**config.mk**
```make
export PLATFORM = sky130hd
export DESIGN_NAME = seg_scan_driver
export DESIGN_NICKNAME = d
export VERILOG_FILES = /design/src/rtl/seg_pkg.sv /design/src/rtl/seg_glyph_rom.sv /design/src/rtl/seg_scan_driver.sv
export SDC_FILE = /design/constraint.sdc
export NUM_CORES = 1
export LEC_CHECK = 0
export BUFFER_PORTS_ARGS = -buffer_cell sky130_fd_sc_hd__buf_2
export CORE_MARGIN = 2
export CORE_UTILIZATION = 53
export CTS_CLUSTER_SIZE = 12
export DETAILED_ROUTE_END_ITERATION = 6
export PLACE_DENSITY = 0.74
export SYNTH_ARGS = -nofsm -noshare
export SYNTH_HDL_FRONTEND = slang
export SYNTH_HIERARCHICAL = 1
export SYNTH_SLANG_ARGS = --single-unit
```
**constraint.sdc**
```tcl
create_clock -name clk_i -period 4.95 [get_ports clk_i]
set_input_delay 0.2475 -clock clk_i [delete_from_list [all_inputs] [get_ports clk_i]]
set_output_delay 0.2475 -clock clk_i [all_outputs]
set_load 0.03 [all_outputs]
```
**src/rtl/seg_pkg.sv**
```systemverilog
// rtl/seg_pkg.sv - shared state encoding, glyph patterns and width helper for the segment scanner
package seg_pkg;

    typedef enum logic [1:0] {
        ST_IDLE  = 2'd0,
        ST_BLANK = 2'd1,
        ST_DRIVE = 2'd2
    } state_e;

    // Active-low {g,f,e,d,c,b,a}
    localparam logic [6:0] GLYPH_0     = 7'h40;
    localparam logic [6:0] GLYPH_1     = 7'h79;
    localparam logic [6:0] GLYPH_2     = 7'h24;
    localparam logic [6:0] GLYPH_3     = 7'h30;
    localparam logic [6:0] GLYPH_4     = 7'h19;
    localparam logic [6:0] GLYPH_5     = 7'h12;
    localparam logic [6:0] GLYPH_6     = 7'h02;
    localparam logic [6:0] GLYPH_7     = 7'h78;
    localparam logic [6:0] GLYPH_8     = 7'h00;
    localparam logic [6:0] GLYPH_9     = 7'h10;
    localparam logic [6:0] GLYPH_A     = 7'h08;
    localparam logic [6:0] GLYPH_B     = 7'h03;
    localparam logic [6:0] GLYPH_C     = 7'h46;
    localparam logic [6:0] GLYPH_D     = 7'h21;
    localparam logic [6:0] GLYPH_E     = 7'h06;
    localparam logic [6:0] GLYPH_BLANK = 7'h7F;

    function automatic int unsigned cnt_width(input int unsigned n);
        return (n <= 1) ? 1 : $clog2(n);
    endfunction

endpackage

```
**src/rtl/seg_glyph_rom.sv**
```systemverilog
// rtl/seg_glyph_rom.sv - combinational 4-bit code to active-low seven-segment pattern
module seg_glyph_rom
    import seg_pkg::*;
(
    input  logic [3:0] code_i,
    output logic [6:0] seg_o
);

    always_comb begin
        seg_o = GLYPH_BLANK;
        case (code_i)
            4'h0: seg_o = GLYPH_0;
            4'h1: seg_o = GLYPH_1;
            4'h2: seg_o = GLYPH_2;
            4'h3: seg_o = GLYPH_3;
            4'h4: seg_o = GLYPH_4;
            4'h5: seg_o = GLYPH_5;
            4'h6: seg_o = GLYPH_6;
            4'h7: seg_o = GLYPH_7;
            4'h8: seg_o = GLYPH_8;
            4'h9: seg_o = GLYPH_9;
            4'hA: seg_o = GLYPH_A;
            4'hB: seg_o = GLYPH_B;
            4'hC: seg_o = GLYPH_C;
            4'hD: seg_o = GLYPH_D;
            4'hE: seg_o = GLYPH_E;
            default: seg_o = GLYPH_BLANK;
        endcase
    end

endmodule

```
**src/rtl/seg_scan_driver.sv**
```systemverilog
// rtl/seg_scan_driver.sv - 8-digit multiplexed seven-segment scanner with blanking gap and per-digit blink
module seg_scan_driver
    import seg_pkg::*;
#(
    parameter int unsigned DIGIT_CYCLES = 100000,
    parameter int unsigned BLANK_CYCLES = 1000,
    parameter int unsigned BLINK_DIV    = 50000000
) (
    input  logic        clk_i,
    input  logic        reset_i,
    input  logic        enable_i,
    input  logic [31:0] string_i,
    input  logic [7:0]  blink_mask_i,
    output logic [7:0]  an_o,
    output logic [6:0]  seg_o,
    output logic        dp_o,
    output logic        frame_done_o
);

    localparam int unsigned TW = cnt_width((DIGIT_CYCLES > BLANK_CYCLES) ? DIGIT_CYCLES : BLANK_CYCLES);
    localparam int unsigned BW = cnt_width(BLINK_DIV);
    localparam logic [TW-1:0] DIGIT_LAST = TW'(DIGIT_CYCLES - 1);
    localparam logic [TW-1:0] BLANK_LAST = TW'(BLANK_CYCLES - 1);
    localparam logic [BW-1:0] BLINK_LAST = BW'(BLINK_DIV - 1);

    state_e        state_q;
    logic [TW-1:0] timer_q;
    logic [2:0]    idx_q;
    logic [31:0]   shadow_q;
    logic [7:0]    an_q;
    logic [6:0]    seg_q;
    logic          frame_done_q;

    logic [BW-1:0] blink_cnt_q, blink_cnt_d;
    logic          blink_phase_q, blink_phase_d;

    logic [6:0]    rom_seg;
    logic [6:0]    lit_seg;
    logic [7:0]    lit_an;

    seg_glyph_rom u_glyph_rom (
        .code_i (shadow_q[{idx_q, 2'b00} +: 4]),
        .seg_o  (rom_seg)
    );

    always_comb begin
        blink_cnt_d   = blink_cnt_q + 1'b1;
        blink_phase_d = blink_phase_q;
        if (blink_cnt_q == BLINK_LAST) begin
            blink_cnt_d   = '0;
            blink_phase_d = ~blink_phase_q;
        end
    end

    // Blink gating uses the phase this edge produces so segments and phase stay aligned.
    assign lit_seg = (blink_mask_i[idx_q] && !blink_phase_d) ? GLYPH_BLANK : rom_seg;
    assign lit_an  = ~(8'h01 << idx_q);

    always_ff @(posedge clk_i or posedge reset_i) begin
        if (reset_i) begin
            blink_cnt_q   <= '0;
            blink_phase_q <= 1'b1;
        end else begin
            blink_cnt_q   <= blink_cnt_d;
            blink_phase_q <= blink_phase_d;
        end
    end

    always_ff @(posedge clk_i or posedge reset_i) begin
        if (reset_i) begin
            state_q      <= ST_IDLE;
            timer_q      <= '0;
            idx_q        <= '0;
            shadow_q     <= 32'hFFFF_FFFF;
            an_q         <= 8'hFF;
            seg_q        <= GLYPH_BLANK;
            frame_done_q <= 1'b0;
        end else if (!enable_i) begin
            state_q      <= ST_IDLE;
            timer_q      <= '0;
            idx_q        <= '0;
            an_q         <= 8'hFF;
            seg_q        <= GLYPH_BLANK;
            frame_done_q <= 1'b0;
        end else begin
            frame_done_q <= 1'b0;
            case (state_q)
                ST_IDLE: begin
                    state_q  <= ST_BLANK;
                    timer_q  <= '0;
                    idx_q    <= '0;
                    shadow_q <= string_i;
                    an_q     <= 8'hFF;
                    seg_q    <= GLYPH_BLANK;
                end
                ST_BLANK: begin
                    if (timer_q == BLANK_LAST) begin
                        state_q <= ST_DRIVE;
                        timer_q <= '0;
                        an_q    <= lit_an;
                        seg_q   <= lit_seg;
                    end else begin
                        timer_q <= timer_q + 1'b1;
                    end
                end
                ST_DRIVE: begin
                    if (timer_q == DIGIT_LAST) begin
                        state_q <= ST_BLANK;
                        timer_q <= '0;
                        idx_q   <= idx_q + 3'd1;
                        an_q    <= 8'hFF;
                        seg_q   <= GLYPH_BLANK;
                        // Frame boundary: report and latch the next string on the same edge.
                        if (idx_q == 3'd7) begin
                            frame_done_q <= 1'b1;
                            shadow_q     <= string_i;
                        end
                    end else begin
                        timer_q <= timer_q + 1'b1;
                        seg_q   <= lit_seg;
                    end
                end
                default: begin
                    state_q <= ST_IDLE;
                    timer_q <= '0;
                    idx_q   <= '0;
                    an_q    <= 8'hFF;
                    seg_q   <= GLYPH_BLANK;
                end
            endcase
        end
    end

    assign an_o         = an_q;
    assign seg_o        = seg_q;
    assign dp_o         = 1'b1;
    assign frame_done_o = frame_done_q;

endmodule

```
# After elaboration in Yosys (flattened, before gate mapping)
# Memories as Yosys holds them, arrays and structs flattened.
# Cells that the tools add are included.
# op_classes
addsub	3
n_mul	0
div_mod_pow	0
magnitude_cmp	1
n_eq_ne	11
n_shift	2
n_mux	31
n_bitwise	2
n_reduce_logical	7
# ops
cell	count
$mux 32	2
$pmux 32 s2	1
$mux 17	3
$pmux 17 s2	1
$shiftx 32x6->4	1
$mux 7	4
$add 26x1->26 const B	1
$eq 26x26->1 const B	1
$mux 26	1
$mux 8	3
$add 17x1->17 const B	1
$eq 17x10->1 const B	1
$eq 17x17->1 const B	1
$pmux 8 s2	1
$pmux 7 s2	1
$not 8->8	1
$shl 1x3->8 const A	1
$mux 1	6
$mux 2	3
$mux 3	2
$ne 2x2->1 const B	3
$ne 3x3->1 const B	2
$pmux 2 s3	1
$pmux 3 s2	1
other kinds (13)	14
# totals
regBits	97
latch_bits	0
ramBits	0
romBits	112
in_bits	43
output_inout_bits	17
word_cells	67
memories	1
# memory_table
name	depth	width	read_ports	rd_ports_with_merged_regs	write_ports	line_no	source
(name not given)	16	7	1	0	0	seg_glyph_rom.sv:11	case (code_i)

# Depth between registers and ports, before layout
# depth
word_depth	8
ltp_mapped	10
depth_no_buf	9

# By module
# Netlist, hierarchy kept.
# modules_own_cells
module	instances	cells_each	area_per_inst_um2	seq_area_each_um2
seg_scan_driver	1	421	4882.2	2487.4
seg_glyph_rom	1	28	242.7	0.0

# Least setup slack after synthesis
# OpenSTA, ideal clock, no wires.
# synth_path
path_kind	reg-to-reg
start	reg idx_q[0]
end	reg seg_q[4] (netlist: seg_o[4])
setup_time_ns	0.080
t_arrival_ns	2.618
t_required_ns	4.870
path_slack_ns	2.252
path_stages_with_launch	10
n_path_buf	1
period_less_slack_ns	2.698
cell_sequence	dfrtp_1 -> clkbuf_1 -> mux4_2 -> nand2_1 -> nand2_1 -> inv_1 -> ha_1 -> inv_1 -> mux4_2 -> o221a_2
# synth_between
elab_cells_between_ends	10
cone_classes	1 x shift; 7 x mux; 1 x reduce/logical; 1 x memory
# synth_lines
element	line_no	source
start: declaration	seg_scan_driver.sv:28	logic [2:0] idx_q;
start signal: assignment	seg_scan_driver.sv:110	idx_q <= idx_q + 3'd1;
$shiftx 32x6->4 *	seg_scan_driver.sv:42	.code_i (shadow_q[{idx_q, 2'b00} +: 4]),
$mem_v2 16x7 *	--	
net rom_seg[4]	seg_scan_driver.sv:37	logic [6:0] rom_seg;
$mux 7 *	seg_scan_driver.sv:56	assign lit_seg = (blink_mask_i[idx_q] && !blink_phase_d) ? GLYPH_BLANK : rom_seg;
$mux 7 (on tied branches)	seg_scan_driver.sv:107, seg_scan_driver.sv:97	
$pmux 7 s2 *	seg_scan_driver.sv:87	case (state_q)
$mux 7 *	seg_scan_driver.sv:78	end else if (!enable_i) begin
end signal: assignment	seg_scan_driver.sv:101	seg_q <= lit_seg;
end signal: assignment	seg_scan_driver.sv:120	seg_q <= lit_seg;
end: declaration	seg_scan_driver.sv:31	logic [6:0] seg_q;
# The timed path passes the listed nets; every way through them passes the cells marked *. The select of a mux whose other input is x is not followed.
# A chain may end at the register's enable or synchronous reset.

# Final worst setup path
# layout_path
start	reg timer_q[0]
end	reg seg_q[3] (netlist: seg_o[3])
# layout_between
elab_chain_len	4
elab_cells_between_ends	6
cone_classes	3 x eq/ne; 3 x mux
# layout_lines
element	line_no	source
start: declaration	seg_scan_driver.sv:27	logic [TW-1:0] timer_q;
start signal: assignment	seg_scan_driver.sv:103	timer_q <= timer_q + 1'b1;
start signal: assignment	seg_scan_driver.sv:119	timer_q <= timer_q + 1'b1;
$eq 17x17->1	seg_scan_driver.sv:107	if (timer_q == DIGIT_LAST) begin
$mux 7	seg_scan_driver.sv:107	
$pmux 7 s2	seg_scan_driver.sv:87	
$mux 7	seg_scan_driver.sv:78	
# Several ways; a longest one is shown, not always the timed one.

==> impl_metrics.yaml <==
timing:
  slew_headroom: 0.2264
  worstMarginPinSlew_ns: 1.150
  hold_slack_ns: -0.01150
  min_period_over_period: 0.5850
  slew_violations: 0
  fin_skew_ns: 0.009707
  final-hold-violation-count: 12
  fmax_mhz: 345.4
  grt_setup_unrepaired: "false"
  fin_crit_ns: 2.896
  fin_setup_tns_ns: 0
  finalSetupViolations: 0
die:
  fp.dieW_um: 102.3
  start_util: 0.5494
  core_area_um2: 9328
  rows: 35
  die_area_um2: 10470
  die_h_um: 102.3
  pin_count: 60
clock_tree:
  tritoncts: "done"
  cts-buffers-inserted: 9
  htreeDepth: 3
  clock_path_buffers: 2
  holdBufCountCts: 0
  clockRootBuffer: "clkbuf_8"
  cts_setup_buffers: 0
  cts_resized: 0
  clk_latency_ns: 0.37
  path_clk_slew_ns: 0.11
  cts_sinks: 97
worst_hold_path:
  hp-class: "in2async"
yosys:
  synth-seq-cells: 97
  synth.largest_area_cell: "dfstp_2"
  synth_area_leaders: "dfstp_2 25%, dfrtp_1 24%, mux2_2 6.6%, mux4_2 5.3%, ha_1 4.4%"
  yosysSeqAreaShare: 0.4854
  synth_fp_nets: 510
  ys_async_sr_fraction: 1.000
  synth_flop_cell: "dfrtp_1"
  syn_avg_cell_area_um2: 11.41
  yosys.cell_types.count: 53
  syn_inst: 449
  synth_area_um2: 5125
  synth_edf_count: 0
  yosys_warnings: 6
  netlist.area_leader.share: 0.2461
placement:
  place_congestion: 0.7697
  dp_hpwl_mm: 7.320
  portBuffers: 58
  dp.cells: 617
power_and_ir_drop:
  power_density_nw_per_um2: 436.7
  p_leak_nw: 2.378
  vdd_ir_drop_max_mv: 0.2495
critical_path:
  cp.arrival_ns: 3.20
  critPathMaxFanout: 11
  reg2reg_from: "timer_q[0]$_DFF_PP0_"
  timing.rr.end: "seg_o[3]$_DFFE_PP1P_"
  rrSetupSlack_ns: 2.05
  worstPathRequired_ns: 5.25
  setup.worst_path.end_class: "register"
  r2r_cells: 6
  setup.worst_path.start_class: "register"
  crit_type: "reg2reg"
status:
  run_status: "finished, violations left"
  violations: "negative hold slack"
global_routing:
  gr-usage-all-layers: 0.2088
  grt_max_degree: 53
  grt_pass1_wl_mm: 16.94
  antenna_found_initial: 0
  grt_pass1_vias: 3566
  grt_overflow_total: 0
flow_run:
  drv_cap: 0
layout:
  fin_nets: 560
  diodes: 0
  final_cells: 633
  syn_to_final_growth_pct: 10.57
  fin_util: 0.6075
  layout-drive-gt1-share: 0.3770
drt:
  drt-wirelength-per-cell_um: 15.91
  ant_nets: 0
  drc: 0
  dr_total_vias: 3524
  drtIter0Drc: 210
  viasPerCell: 5.567
  wl_mm: 10.07
  firstDrtPassIters: 4
## synthesized netlist by cell type, types with 9 or more instances
cell type	number
a21oi_1	12
dfstp_2	48
mux2_2	30
inv_1	13
ha_1	18
dfrtp_1	49
nand4_1	10
and3_1	9
xor2_1	21
nand3_1	21
nor2_1	41
nand2_1	37
clkbuf_1	10
mux4_2	12
xnor2_1	17
o21ai_0	15
nor3_1	13
## layout by cell type, fill, tap and decap left out, drive strengths merged, types with 5 or more instances in the layout
cell type	instances
clkbuf	10
nand3	21
or4	5
nor2	41
ha	18
nand4	10
inv	17
mux4	12
dfstp	48
xnor2	17
mux2	33
o21ai	16
nor3	13
buf	59
o221a	7
xor2	21
nor4	6
and3	10
nand2	39
dfrtp	49
a21oi	12
## state kept, by name, indices dropped and copies added, names as in the netlist
register       count
blink_phase_q      1
frame_done_o       1
an_o               8
timer_q           17
idx_q              3
seg_o              7
blink_cnt_q       26
state_q            2
shadow_q          32
## routing by layer
metal | part of all wire | vias to the layer above | global-route usage
met5 | 0 | - | 0
met4 | 0.018 | 0 | 0.06154
met3 | 0.034 | 16 | 0.04925
met2 | 0.49 | 60 | 0.3502
met1 | 0.46 | 1752 | 0.2715
li1 | - | 1696 | -
## critical path, stage by stage, from the launching register on
cell and delay, ns:
dfrtp_1 0.38, ha_1 0.23, nand2_1 0.06, or4_1 0.45
o41ai_2 0.97, o211ai_2 0.37, o221a_2 0.36
## metrics by stage
| step | hold WS [ns] | power (mW) | area, um2 | worst slack [ns] |
|---|---|---|---|---|
| 2_1_floorplan | 0.3952 | 1.820 | 5125 | 2.248 |
| 3_5_place_dp | 0.4257 | 1.948 | 5453 | 2.079 |
| 3_3_place_gp | 0.4001 | 1.908 | 5453 | 2.152 |
| 5_1_grt | 0.04605 | 2.632 | 5667 | 1.779 |
| 6_report | -0.01150 | 2.475 | 5667 | 2.054 |
| 4_1_cts | 0.01154 | 2.491 | 5667 | 2.059 |
## cell type report
cell class                 count  area (um2)
clock buffer                  10       148.9
timing repair buffer          59       297.8
sequential                    97        2487
inverter                      13       50.05
fill                         792        3661
tap                          129       161.4
multi-input combinational    319        2456
clock inverter                 6       65.06
## kinds of logic (layout without fill, tap and decap cells)
family,count (synthesis),after routing,synth area share
flip-flops,97,97,0.4854
XOR/XNOR,38,38,0.06494
buffers and inverters,33,88,0.03540
other,1,1,0.0007317
AND/OR/NAND/NOR,164,164,0.1675
AO/OA/AOI/OAI,53,53,0.07471
multiplexers,45,45,0.1274
adder cells (fa/ha/maj),18,18,0.04395
## where the power goes
group	internal, mW	total [mW]	switching, mW
Clock	0.230	0.541	0.311
Sequential	1.07	1.15	0.0868
Combinational	0.382	0.781	0.399
## how the worst max path moves through the flow
stage	startpoint	endpoint	slack [ns]
5_1_grt	timer_q[0]$_DFF_PP0_	seg_o[3]$_DFFE_PP1P_	1.78
3_5_place_dp	timer_q[0]$_DFF_PP0_	timer_q[2]$_DFF_PP0_	2.08
2_1_floorplan	reset_i	blink_cnt_q[0]$_DFF_PP0_	2.25
6_report	timer_q[0]$_DFF_PP0_	seg_o[3]$_DFFE_PP1P_	2.05
3_3_place_gp	timer_q[0]$_DFF_PP0_	timer_q[12]$_DFF_PP0_	2.15
4_1_cts	timer_q[0]$_DFF_PP0_	timer_q[5]$_DFF_PP0_	2.06
(Power assumes the default switching activity.)
